===== src/rtl/seg_scan_mux.sv =====
// Time-multiplexed 4-digit seven-segment scanner.
// Each digit slot lasts DIV clocks. The first BLANK clocks of the slot are dark
// so the previous digit does not ghost into the next one. The remaining clocks
// show the digit's segment pattern, which is captured once at the BLANK->SHOW
// edge. frame_tick pulses for one cycle at the start of slot 0 after a 3->0 wrap.
module seg_scan_mux #(
  parameter int unsigned DIV        = 50000,
  parameter int unsigned BLANK      = 500,
  parameter bit          ACTIVE_LOW = 1'b1
) (
  input  logic       clk,
  input  logic       clean,
  input  logic       en,
  input  logic [6:0] din0,
  input  logic [6:0] din1,
  input  logic [6:0] din2,
  input  logic [6:0] din3,
  output logic [6:0] seg,
  output logic [3:0] an,
  output logic [1:0] scan_idx,
  output logic       frame_tick
);

  localparam int unsigned    CntW      = (DIV > 1) ? $clog2(DIV) : 1;
  localparam logic [CntW-1:0] CntLast   = CntW'(DIV - 1);
  localparam logic [CntW-1:0] BlankLast = CntW'(BLANK - 1);

  logic [CntW-1:0] cnt_q, cnt_d;
  logic [1:0]      idx_q, idx_d;
  logic [6:0]      seg_q, seg_d;
  logic [3:0]      an_q, an_d;
  logic            tick_q, tick_d;
  logic [6:0]      din_sel;
  logic [3:0]      an_onehot;

  // Select the segment pattern and digit enable for the current slot.
  always_comb begin
    din_sel   = 7'h00;
    an_onehot = 4'b0000;
    unique case (idx_q)
      2'd0: begin din_sel = din0; an_onehot = 4'b0001; end
      2'd1: begin din_sel = din1; an_onehot = 4'b0010; end
      2'd2: begin din_sel = din2; an_onehot = 4'b0100; end
      2'd3: begin din_sel = din3; an_onehot = 4'b1000; end
      default: begin din_sel = 7'h00; an_onehot = 4'b0000; end
    endcase
  end

  // Next-state: advance the slot counter, wrap slots, and latch the digit at BLANK->SHOW.
  always_comb begin
    cnt_d  = cnt_q;
    idx_d  = idx_q;
    seg_d  = seg_q;
    an_d   = an_q;
    tick_d = 1'b0;
    if (!en) begin
      // Park on the current slot; re-enabling replays it from a full blank phase.
      cnt_d = '0;
      seg_d = 7'h00;
      an_d  = 4'b0000;
    end else begin
      if (cnt_q == CntLast) begin
        cnt_d  = '0;
        idx_d  = idx_q + 2'd1;
        seg_d  = 7'h00;
        an_d   = 4'b0000;
        tick_d = (idx_q == 2'd3);
      end else begin
        cnt_d = cnt_q + 1'b1;
      end
      // BLANK <= DIV-1, so this never coincides with the wrap above.
      if (cnt_q == BlankLast) begin
        seg_d = din_sel;
        an_d  = an_onehot;
      end
    end
  end

  // State register with asynchronous reset that darkens the display at once.
  always_ff @(posedge clk or posedge clean) begin
    if (clean) begin
      cnt_q  <= '0;
      idx_q  <= 2'd0;
      seg_q  <= 7'h00;
      an_q   <= 4'b0000;
      tick_q <= 1'b0;
    end else begin
      cnt_q  <= cnt_d;
      idx_q  <= idx_d;
      seg_q  <= seg_d;
      an_q   <= an_d;
      tick_q <= tick_d;
    end
  end

  // Polarity is a constant XOR on registered values, so the pins stay glitch-free.
  assign an         = an_q ^ {4{ACTIVE_LOW}};
  assign seg        = seg_q ^ {7{ACTIVE_LOW}};
  assign scan_idx   = idx_q;
  assign frame_tick = tick_q;

endmodule


===== config.mk =====
export PLATFORM = sky130hd
export DESIGN_NAME = seg_scan_mux
export DESIGN_NICKNAME = d
export VERILOG_FILES = /design/src/rtl/seg_scan_mux.sv
export SDC_FILE = /design/constraint.sdc
export NUM_CORES = 1
export LEC_CHECK = 0
export CAP_MARGIN = 30
export CORE_ASPECT_RATIO = 0.75
export CORE_MARGIN = 10
export CORE_UTILIZATION = 35
export DETAILED_ROUTE_END_ITERATION = 10
export DONT_BUFFER_PORTS = 1
export GPL_TIMING_DRIVEN = 0
export SLEW_MARGIN = 5
export SYNTH_ARGS = -nofsm -noshare
export SYNTH_HDL_FRONTEND = slang
export SYNTH_SLANG_ARGS = --single-unit

===== constraint.sdc =====
create_clock -name clk -period 2.5 [get_ports clk]
set_input_delay 0.25 -clock clk [delete_from_list [all_inputs] [get_ports clk]]
set_output_delay 0.25 -clock clk [all_outputs]
set_load 0.02 [all_outputs]

Yosys cells after proc, flatten, opt, wreduce, memory -nomap -nowiden --
Index checks and enable logic that the tools add are counted.
Storage, ports and cells: bits of input ports 31, output and inout port bits 14, flip-flop bits (word level) 30, word-level logic and storage cells 29
Cells by class: reductions and logical operators 2, bitwise gates (word level) 2, $add $sub $neg 2, mux-type cells 12, equality and inequality tests 6
Operator list (count):
- 16-bit two-way mux | 2
- 7-bit case mux with 4 select lines | 1
- 7-bit two-way mux | 3
- 16-bit by 1-bit adder with 16-bit output (second input constant) | 1
- 16-bit equality test (second input constant) | 1
- 16-bit by 9-bit equality test with 1-bit output (second input constant) | 1
- 4-bit case mux with 4 select lines | 1
- 4-bit two-way mux | 3
- 7-bit NOT | 1
- 2-bit equality test (second input constant) | 2
- 4-bit NOT | 1
- 3-bit by 1-bit inequality test with 1-bit output (second input constant) | 1
- 2-bit by 1-bit adder with 2-bit output (second input constant) | 1
- 2-bit by 1-bit equality test with 1-bit output (second input constant) | 1
- 2-bit zero test | 1
- 1-bit two-way mux | 2
- 2-bit AND reduction | 1

Logic depth before layout (Yosys ltp) --
Gate-level depths: netlist (run 1).
depth after elaboration 4, mapped depth 6, mapped depth without buffers 5

Worst setup path after synthesis (run 1) --
Ideal clock, no wire load.
kind register to register, from reg cnt_q[11], to reg seg_q[4], setup time 121 ps, arrival 1772 ps, cell stages (with the launch flop) 5, data required time 2379 ps, setup slack 607 ps, buffers on the path 0, period minus slack after synthesis 1893 ps, cell sequence dfrtp_1 -> or4_4 -> o41a_1 -> o21a_2 -> a22o_1
Between the ends: cells in the longest elaborated chain, start to end 3, elaborated cells between the ends (all ways) 5, classes of those cells eq/ne: 3; mux: 2
Ends and longest elaborated chain:
- start, declared | line 28 | logic [CntW-1:0] cnt_q, cnt_d;
- start signal, assigned | line 88 | cnt_q <= cnt_d;
- 16-bit by 9-bit equality test with 1-bit output | line 72 | if (cnt_q == BlankLast) begin
- 7-bit two-way mux | line 72
- 7-bit two-way mux | line 56 | if (!en) begin
- end signal, assigned | line 90 | seg_q <= seg_d;
- end, declared | line 30 | logic [6:0] seg_q, seg_d;
Parallel ways exist; a longest one is shown, timed or not. A chain may end at the register's enable or synchronous reset.

Worst setup path after layout (run 1) --
from reg cnt_q[0], to reg idx_q[1], in the netlist scan_idx[1]
Between the ends: cells in the longest elaborated chain, start to end 2
Ends and longest elaborated chain:
- 16-bit equality test | line 62 | if (cnt_q == CntLast) begin
- 2-bit AND reduction (no line)
- end signal, assigned | line 89 | idx_q <= idx_d;
- end, declared | line 29 | logic [1:0] idx_q, idx_d;
No other way between the ends.

==> impl_metrics.ini, run 1 <==
[status]
run_status = finished, final reports clean

[final_layout]
post_route_cells_drive_above_1_share_pct = 7.263
synthToLayoutAreaGrowth_pct = 12.52
fillCellCount = 453
multi_input_area_sq_um = 757.0
stdcell_count = 236
layout.core_utilization_pct = 40.52
num-nets-final = 214
diodes = 0
sequential_cell_area_sq_um = 750.7

[clock_network]
post_cts.resized_instances = 0
clockRootBuffer = clkbuf_8
numClockSinks = 30
worstSkewPairLatency_ns = 0.27
postCtsSetupRepairBufs = 0
cts.htree.levels = 2
cts-buffers-inserted = 5
register_clock_pin_slew_on_the_reported_worst_setup_and_hold_paths_ns = 0.06
post_cts_hold_buffer_count = 1
maximum_count_of_clock_buffers_along_a_single_path = 2
cts_tree = done

[yosys]
synth_cells = 169
yosys_warnings = 0
synth_enable_flop_cells = 0
synth.lib_cells_used.distinct = 30
syn_area_sq_um = 1599
ys_seq_area_share_pct = 46.95
postSynth.topFlopCell = dfrtp_1
synthesis.area_per_instance_sq_um = 9.462
postSynth.asyncResetShare_pct = 100.0
register_bit_count_reported_by_yosys = 30
synth_fp_nets = 205

[route]
route.detailed.drc = 0
drt_iter0_drc = 92
wl_um = 3872
ant_nets = 0
wire_per_inst_um = 16.41
route.detailed.vias_per_inst = 5.411
first_pass_iters = 6
detailroute.via_count = 1277

[global_routing]
grt_start_max_net_pins = 19
antenna_violations_before_repair = 0
globalRouteTotalUtil_pct = 9.976
grt_overflow_total = 0
wire_length_of_the_first_global_routing_pass_um = 6458
vias_in_the_first_global_route = 1282

[worst_setup_path]
worstSetupEndpointType = flip-flop
timing.critical_path.arrival_ns = 2.38
worst_setup_sp = cnt_q[0]
path_class = reg -> reg
reg2reg_slack_ns = 0.28
critical-path-slowest-cell = nor4_1
crit_chain = ha_1 -> nand3_1 -> clkbuf_1 -> nor4_1 -> mux2_2
crit_path_max_fanout = 10
slowest_delay_ns = 0.71
worst_r2r_startpoint = cnt_q[0]
critical_path.n_buffers_inverters = 1
worst_ep_required_time_ns = 2.66
worst_path_dominant_cell_family = simple AND/OR/NAND/NOR gates
setup.worst_path.start_class = flip-flop

[min_path]
worstHoldStart = din0[3]
hold_path.class = in -> reg

[power_and_ir_drop]
ir_drop_uv = 350.0
cellLeakagePower_uw = 0.0007035
p_per_area_nw_per_um2 = 519.8
post_route_total_power_uw = 935.3

[sta]
tightestPinTransition_ns = 0.7237
finalWorstPathRequiredPeriod_ns = 2.224
setup-violations-final = 0
timing.slew.headroom_pct = 51.31
final-max-slew-violation-count = 0
grt_setup_unrepaired = false
final-hold-violation-count = 0
fmax_mhz = 449.6
timing.clock.skew_ns = 0.003939
tns_ns = 0
finalCritPeriodShare_pct = 88.96

[floorplanning]
dieWidth_um = 98.05
initial_cell_density_of_the_core_pct = 36.01
die_area_sq_um = 7700
num_rows = 21
chipHeight_um = 78.54
core_ar_sq_um = 4441
io_pins = 45

[place]
number_of_input_and_output_port_buffers_inserted = 0
place_congestion = 0.8225
numPlacedInstances = 227
hpwl_um = 3008

[job]
maxCapViolCount = 0
==> worst paths after layout <==
kind                       cells past startpoint           to
max in group asynchronous                      3     seg_q[1]
max                                            5  scan_idx[1]
min                                            3     seg_q[3]
min reg2reg                                    1     cnt_q[0]
max reg2reg                                    5  scan_idx[1]
min in group asynchronous                      2     cnt_q[5]
==> worst reg2reg max path, delay by kind of cell, from the launching register on <==
family                   cells  cell delay (ns)
flip-flops                   1             0.40
AND/OR/NAND/NOR              2             0.82
multiplexers                 1             0.40
adder cells (fa/ha/maj)      1             0.25
buffers and inverters        1             0.25
==> through the flow <==
stage | hold WS [ns] | area [sq um] | worst slack, ns
floorplan | 0.3408 | 1599 | 0.6070
global placement | 0.4877 | 1670 | 0.2341
detailed placement | 0.2430 | 1698 | 0.2280
CTS | 0.2192 | 1799 | 0.2018
global route | 0.2324 | 1799 | 0.04451
finish | 0.2240 | 1799 | 0.2760
==> layout by cell type (no fill, tap or decap), drive strengths merged, types with 2 or more instances in the layout <==
master	netlist	layout
nand2	15	15
or3	3	3
ha	5	5
nor2	13	13
o21ai	14	14
buf	4	5
a22o	7	7
xor2	2	2
a21oi	3	3
xnor2	10	10
nand4	4	4
nor3	4	4
nor4	5	5
dfrtp	30	30
a222oi	7	7
and2	3	3
clkbuf	3	10
inv	17	17
nand3	10	10
==> flip-flops by register name (all words and copies together), names as in the netlist <==
name / count
an_q: 4
cnt_q: 16
seg_q: 7
scan_idx: 2
frame_tick: 1
==> where the power goes <==
group / internal (uW) / total (uW) / switching, uW
Sequential: 489 / 494 / 4.35
Combinational: 17.4 / 44.0 / 26.7
Clock: 222 / 397 / 176
Total: 729 / 935 / 207
==> cell type report <==
cell class,count,area share [%]
Clock inverter,1,0.2782
Buffer,7,1.530
Sequential cell,30,41.72
Inverter,17,3.547
Multi-Input combinational cell,115,42.07
Clock buffer,7,4.798
Timing Repair Buffer,2,2.086
Tap cell,57,3.964
==> synthesized netlist by cell type (all sizes together), types with 2 or more instances <==
cell type	instances	area (sq um)
inv	17	63.81
a22o	7	61.31
nand2	15	56.30
nor4	5	31.28
xor2	2	17.52
dfrtp	30	750.7
nor2	13	48.80
buf	4	16.26
nand3	10	50.05
nand4	4	25.02
clkbuf	3	11.26
o21ai	14	70.07
and2	3	18.77
or3	3	18.77
a222oi	7	70.07
a21oi	3	15.01
xnor2	10	87.58
ha	5	62.56
nor3	4	20.02
==> cell families after synthesis <==
kind of cell / share of synthesized area, %
compound gates: 15.81
xor+xnor: 6.573
fa+ha+maj: 3.912
buf+inv: 5.712
flops: 46.95
mux: 0.7042
simple gates: 20.34
==> routing by layer <==
layer	vias to the layer above	global-route usage, %	wire (um)
met5	-	0	0
met4	0	2.609	37
met3	4	3.150	211
met2	36	14.80	1775
met1	612	13.61	1848
li1	625	-	-
Note: power is estimated with default switching activity, not from simulation.
==> run 2, diff against run 1 <==
--- a/config.mk
+++ b/config.mk
@@ -12,6 +12,7 @@
 export DETAILED_ROUTE_END_ITERATION = 10
 export DONT_BUFFER_PORTS = 1
 export GPL_TIMING_DRIVEN = 0
+export PLACE_DENSITY_LB_ADDON = 0.25
 export SLEW_MARGIN = 5
 export SYNTH_ARGS = -nofsm -noshare
 export SYNTH_HDL_FRONTEND = slang
==> run 2 against run 1 <==
Clock-buffer cell count did not move. Combinational power fell by 9.1%. Power rose by 0.19%. First-iteration DRC count rose by 2.2%. Sequential share of layout area rose by 0.29 points. Critical endpoint unchanged. Clock power rose by 2%. Largest cell class unchanged.
==> impl_metrics.ini, run 2 (synthesis results as in run 1) <==
[status]
run_status = finished, final reports clean

[clock_network]
cts-buffers-inserted = 5
cts.htree.levels = 2
numClockSinks = 30
register_clock_pin_slew_on_the_reported_worst_setup_and_hold_paths_ns = 0.07
worstSkewPairLatency_ns = 0.28
cts_tree = done
postCtsSetupRepairBufs = 0
clockRootBuffer = clkbuf_8
maximum_count_of_clock_buffers_along_a_single_path = 2

[place]
place_congestion = 0.7948
detailedPlace.worstSlack_ns = 0.2481
number_of_input_and_output_port_buffers_inserted = 0
hpwl_um = 3171

[floorplanning]
core_ar_sq_um = 4441
dieWidth_um = 98.05
initial_cell_density_of_the_core_pct = 36.01
chipHeight_um = 78.54
io_pins = 45
die_area_sq_um = 7700
num_rows = 21

[sta]
tightestPinTransition_ns = 0.7851
finalWorstPathRequiredPeriod_ns = 2.293
grt_setup_unrepaired = false
timing.slew.headroom_pct = 47.18
final-hold-violation-count = 0
postLayoutSetupSlackWorst_ns = 0.2075
timing.clock.skew_ns = 0.005952
finalCritPeriodShare_pct = 91.70
tns_ns = 0
fmax_mhz = 436.2
setup-violations-final = 0
final-max-slew-violation-count = 0

[worst_setup_path]
worstSetupEndpointType = flip-flop
worst_ep_required_time_ns = 2.67
setup.worst_path.start_class = flip-flop
crit_path_max_fanout = 10
timing.critical_path.arrival_ns = 2.46
path_class = reg -> reg

[global_routing]
met2_usage_pct = 16.84
grt_start_max_net_pins = 19
grt.busiest_layer = met2
vias_in_the_first_global_route = 1397
groute.layer.met3.usage_pct = 4.724
globalRouteTotalUtil_pct = 10.64
grt_overflow_total = 0
wire_length_of_the_first_global_routing_pass_um = 6762
met1_usage_pct = 12.63
antenna_violations_before_repair = 0

[final_layout]
synthToLayoutAreaGrowth_pct = 11.74
num-nets-final = 214
largest_register_ff_count = 16
post_route_cells_drive_above_1_share_pct = 7.263
registers.top_by_ff_count = cnt_q
reg_top3 = cnt_q: 16 flops, seg_q: 7 flops, an_q: 4 flops
mostFrequentLayoutCells = 30 x dfrtp_1, 17 x inv_1, 15 x nand2_1
final_common_cell = dfrtp_1
diodes = 0

[power_and_ir_drop]
cellLeakagePower_uw = 0.0006982
p_per_area_nw_per_um2 = 524.4
power_frac_seq_pct = 52.8
p_clk_share_pct = 43.0
power_internal_uw = 726.1
power_switching_share_pct = 22.51
ir_drop_uv = 224.1
share_comb_of_total_power_pct = 4.3
switching_power_uw = 211.0

[route]
first_pass_iters = 7
route.detailed.vias_per_inst = 5.496
wire_per_inst_um = 17.36
ant_nets = 0
drt_iter0_drc = 94
route.detailed.drc = 0
wl_um = 4096
detailroute.via_count = 1297

[min_path]
hold_path.class = in -> reg

[job]
maxCapViolCount = 0
-- run 2: final timing paths --
kind | start | to | cells after the start | slack (ns)
setup / recovery | cnt_q[0] | scan_idx[1] | 5 | 0.21
hold / removal | din0[4] | seg_q[4] | 3 | 0.21
setup reg to reg | cnt_q[0] | scan_idx[1] | 5 | 0.21
hold reg to reg | an_q[0] | an_q[0] | 2 | 0.50
max in group asynchronous | clean | cnt_q[9] | 3 | 1.44
min in group asynchronous | clean | frame_tick | 2 | 0.52
-- run 2: through the flow --
stage	cell area (sq um)	hold WS (ns)	total power, uW	std cells	util (%)
after floorplan	1599	0.3408	530.3	169	-
after global placement	1670	0.4719	537.9	226	37.62
after detailed placement	1685	0.2885	542.8	227	37.95
after CTS	1787	0.2015	954.6	236	40.24
after global routing	1787	0.2041	988.6	236	40.24
final	1787	0.2099	937.0	236	40.24
-- run 2: final cells by class --
cell class                      count  area [sq um]
Buffer                              7         27.53
Clock buffer                        7         86.33
Clock inverter                      1         5.005
Fill cell                         446          2654
Inverter                           17         63.81
Multi-Input combinational cell    115         757.0
Sequential cell                    30         750.7
Tap cell                           57         71.32
Timing Repair Buffer                2         25.02
-- run 2: repair_timing --
action / 4_1_cts / 5_1_grt
hold endpoints to repair: 17 / 0
hold buffers: 1 / 0
resized for setup: 0 / 0
-- run 2: power by group through the flow --
stage / clock (uW) / sequential [uW] / combinational (uW)
final: 403 / 494 / 40.0
after global routing: 448 / 495 / 46.3
after floorplan: 0 / 502 / 28.8
after global placement: 0 / 502 / 35.4
after detailed placement: 0 / 503 / 39.6
after CTS: 420 / 494 / 40.9
-- run 2: critical path, cell delays in order, from the launching register on --
cell	delay, ns
dfrtp_1	0.40
ha_1	0.24
nand3_1	0.11
clkbuf_1	0.26
nor4_1	0.76
mux2_2	0.40
-- run 2: metal layers --
layer	vias to the layer above	part of all wire, %
met5	-	0
met4	0	0.32
met3	2	5.8
met2	40	49
met1	638	45
li1	617	-
==> run 3, diff against run 2 <==
--- a/config.mk
+++ b/config.mk
@@ -5,10 +5,9 @@
 export SDC_FILE = /design/constraint.sdc
 export NUM_CORES = 1
 export LEC_CHECK = 0
-export CAP_MARGIN = 30
 export CORE_ASPECT_RATIO = 0.75
 export CORE_MARGIN = 10
-export CORE_UTILIZATION = 35
+export CORE_UTILIZATION = 54
 export DETAILED_ROUTE_END_ITERATION = 10
 export DONT_BUFFER_PORTS = 1
 export GPL_TIMING_DRIVEN = 0
==> run 3 against run 2 <==
Sequential cell count unchanged. Fmax is 4.3% higher. Hold slack got worse by 0.074 ns. Final cell count decreased by 9.3%. Die area decreased by 28%. Clock-buffer cell count stayed put. Clock skew down 0.0010 ns. Via count increased by 2.9%.
==> impl_metrics.ini, run 3 (synthesis results as in run 1) <==
[floorplanning]
core_ar_sq_um = 2893
num_rows = 17
dieWidth_um = 82.84
initial_cell_density_of_the_core_pct = 55.28
die_area_sq_um = 5560
io_pins = 45
chipHeight_um = 67.13

[place]
hpwl_um = 2882
dpl-instance-area_sq_um = 1647
number_of_input_and_output_port_buffers_inserted = 0
detailedPlace.worstSlack_ns = 0.2558
place_congestion = 0.8055

[worst_setup_path]
crit_path_max_fanout = 10
setup.worst_path.start_class = flip-flop
path_class = reg -> reg
timing.critical_path.arrival_ns = 2.36
worstSetupEndpointType = flip-flop
worst_ep_required_time_ns = 2.66

[power_and_ir_drop]
post_route_total_power_uw = 886.3
p_per_area_nw_per_um2 = 514.4
cellLeakagePower_uw = 0.0006767
ir_drop_uv = 354.3

[final_layout]
mostFrequentLayoutCells = 30 x dfrtp_1, 17 x inv_1, 15 x nand2_1
fillCellCount = 262
synthToLayoutAreaGrowth_pct = 7.746
num-nets-final = 212
reg_top3 = cnt_q: 16 flops, seg_q: 7 flops, an_q: 4 flops
post_route_cells_drive_above_1_share_pct = 5.682
final_common_cell = dfrtp_1
diodes = 0
largest_register_ff_count = 16
final_design_area_no_fill_sq_um = 1723
registers.top_by_ff_count = cnt_q

[global_routing]
vias_in_the_first_global_route = 1265
grt_start_max_net_pins = 31
grt_overflow_total = 0
grt.busiest_layer = met2
wire_length_of_the_first_global_routing_pass_um = 5975
met2_usage_pct = 20.48
antenna_violations_before_repair = 0
groute.layer.met3.usage_pct = 5.847
met1_usage_pct = 16.14
globalRouteTotalUtil_pct = 13.11

[clock_network]
post_cts_hold_buffer_count = 0
cts.htree.levels = 2
clockRootBuffer = clkbuf_8
register_clock_pin_slew_on_the_reported_worst_setup_and_hold_paths_ns = 0.06
numClockSinks = 30
post_cts.resized_instances = 0
postCtsSetupRepairBufs = 0
cts_tree = done
worstSkewPairLatency_ns = 0.28
cts-buffers-inserted = 5
maximum_count_of_clock_buffers_along_a_single_path = 2

[route]
route.detailed.drc = 0
first_pass_iters = 5
drt_iter0_drc = 171
wire_per_inst_um = 17.62
route.detailed.vias_per_inst = 6.238
detailroute.via_count = 1335
wl_um = 3770
ant_nets = 0

[sta]
timing.clock.skew_ns = 0.004912
final-max-slew-violation-count = 0
fmax_mhz = 454.7
timing.slew.headroom_pct = 26.96
finalHoldWorstSlack_ns = 0.1355
tightestPinTransition_ns = 1.094
finalWorstPathRequiredPeriod_ns = 2.199
final-hold-violation-count = 0
setup-violations-final = 0
postLayoutSetupSlackWorst_ns = 0.3010
grt_setup_unrepaired = false
finalCritPeriodShare_pct = 87.96
tns_ns = 0

[job]
maxCapViolCount = 0

[status]
run_status = finished, final reports clean

[min_path]
hold_path.class = in -> async
[run 3: cell count changes in the layout (fill, tap and decap cells not counted)]
| cell | before | now |
|---|---|---|
| clkinv_2 | 1 | 0 |
| dlygate4sd3_1 | 1 | 0 |
| buf_8 | 1 | 0 |
| clkbuf_1 | 4 | 5 |
| clkbuf_8 | 6 | 5 |
[run 3: cell type report]
type                            instances  area (sq um)  area share, %
Multi-Input combinational cell        115         757.0          43.94
Buffer                                  7         27.53          1.598
Sequential cell                        30         750.7          43.57
Clock buffer                            7         76.32          4.430
Tap cell                               38         47.55          2.760
Inverter                               17         63.81          3.704
[run 3: layer usage]
metal,vias up,routed length (um)
li1,620,-
met1,659,1567
met2,54,1930
met3,2,261
met4,0,11
met5,-,0
[run 3: critical path, cell delays in order, from the launching register on]
cell and delay [ns]:
dfrtp_1 0.39, ha_1 0.24, nand3_1 0.11, clkbuf_1 0.25, nor4_1 0.69, mux2_2 0.40
[run 3: worst paths after layout]
check | startpoint | to | slack, ns | cells past startpoint
max | cnt_q[0] | scan_idx[1] | 0.30 | 5
min | clean | cnt_q[12] | 0.14 | 1
max reg2reg | cnt_q[0] | scan_idx[1] | 0.30 | 5
min reg2reg | cnt_q[0] | cnt_q[0] | 0.49 | 1
max in group asynchronous | clean | an_q[1] | 1.70 | 1
min in group clk | din0[2] | seg_q[2] | 0.22 | 3
[run 3: through the flow]
step                util [%]  instances
global route           59.56        214
global placement       56.92        207
floorplan                  -        169
finish                 59.56        214
detailed placement     56.92        207
CTS                    59.56        214
[run 3: power by group]
| part | switching (uW) | total (uW) | internal, uW |
|---|---|---|---|
| combinational | 24.5 | 36.3 | 11.8 |
| sequential | 4.26 | 494 | 490 |
| clock | 165 | 356 | 191 |
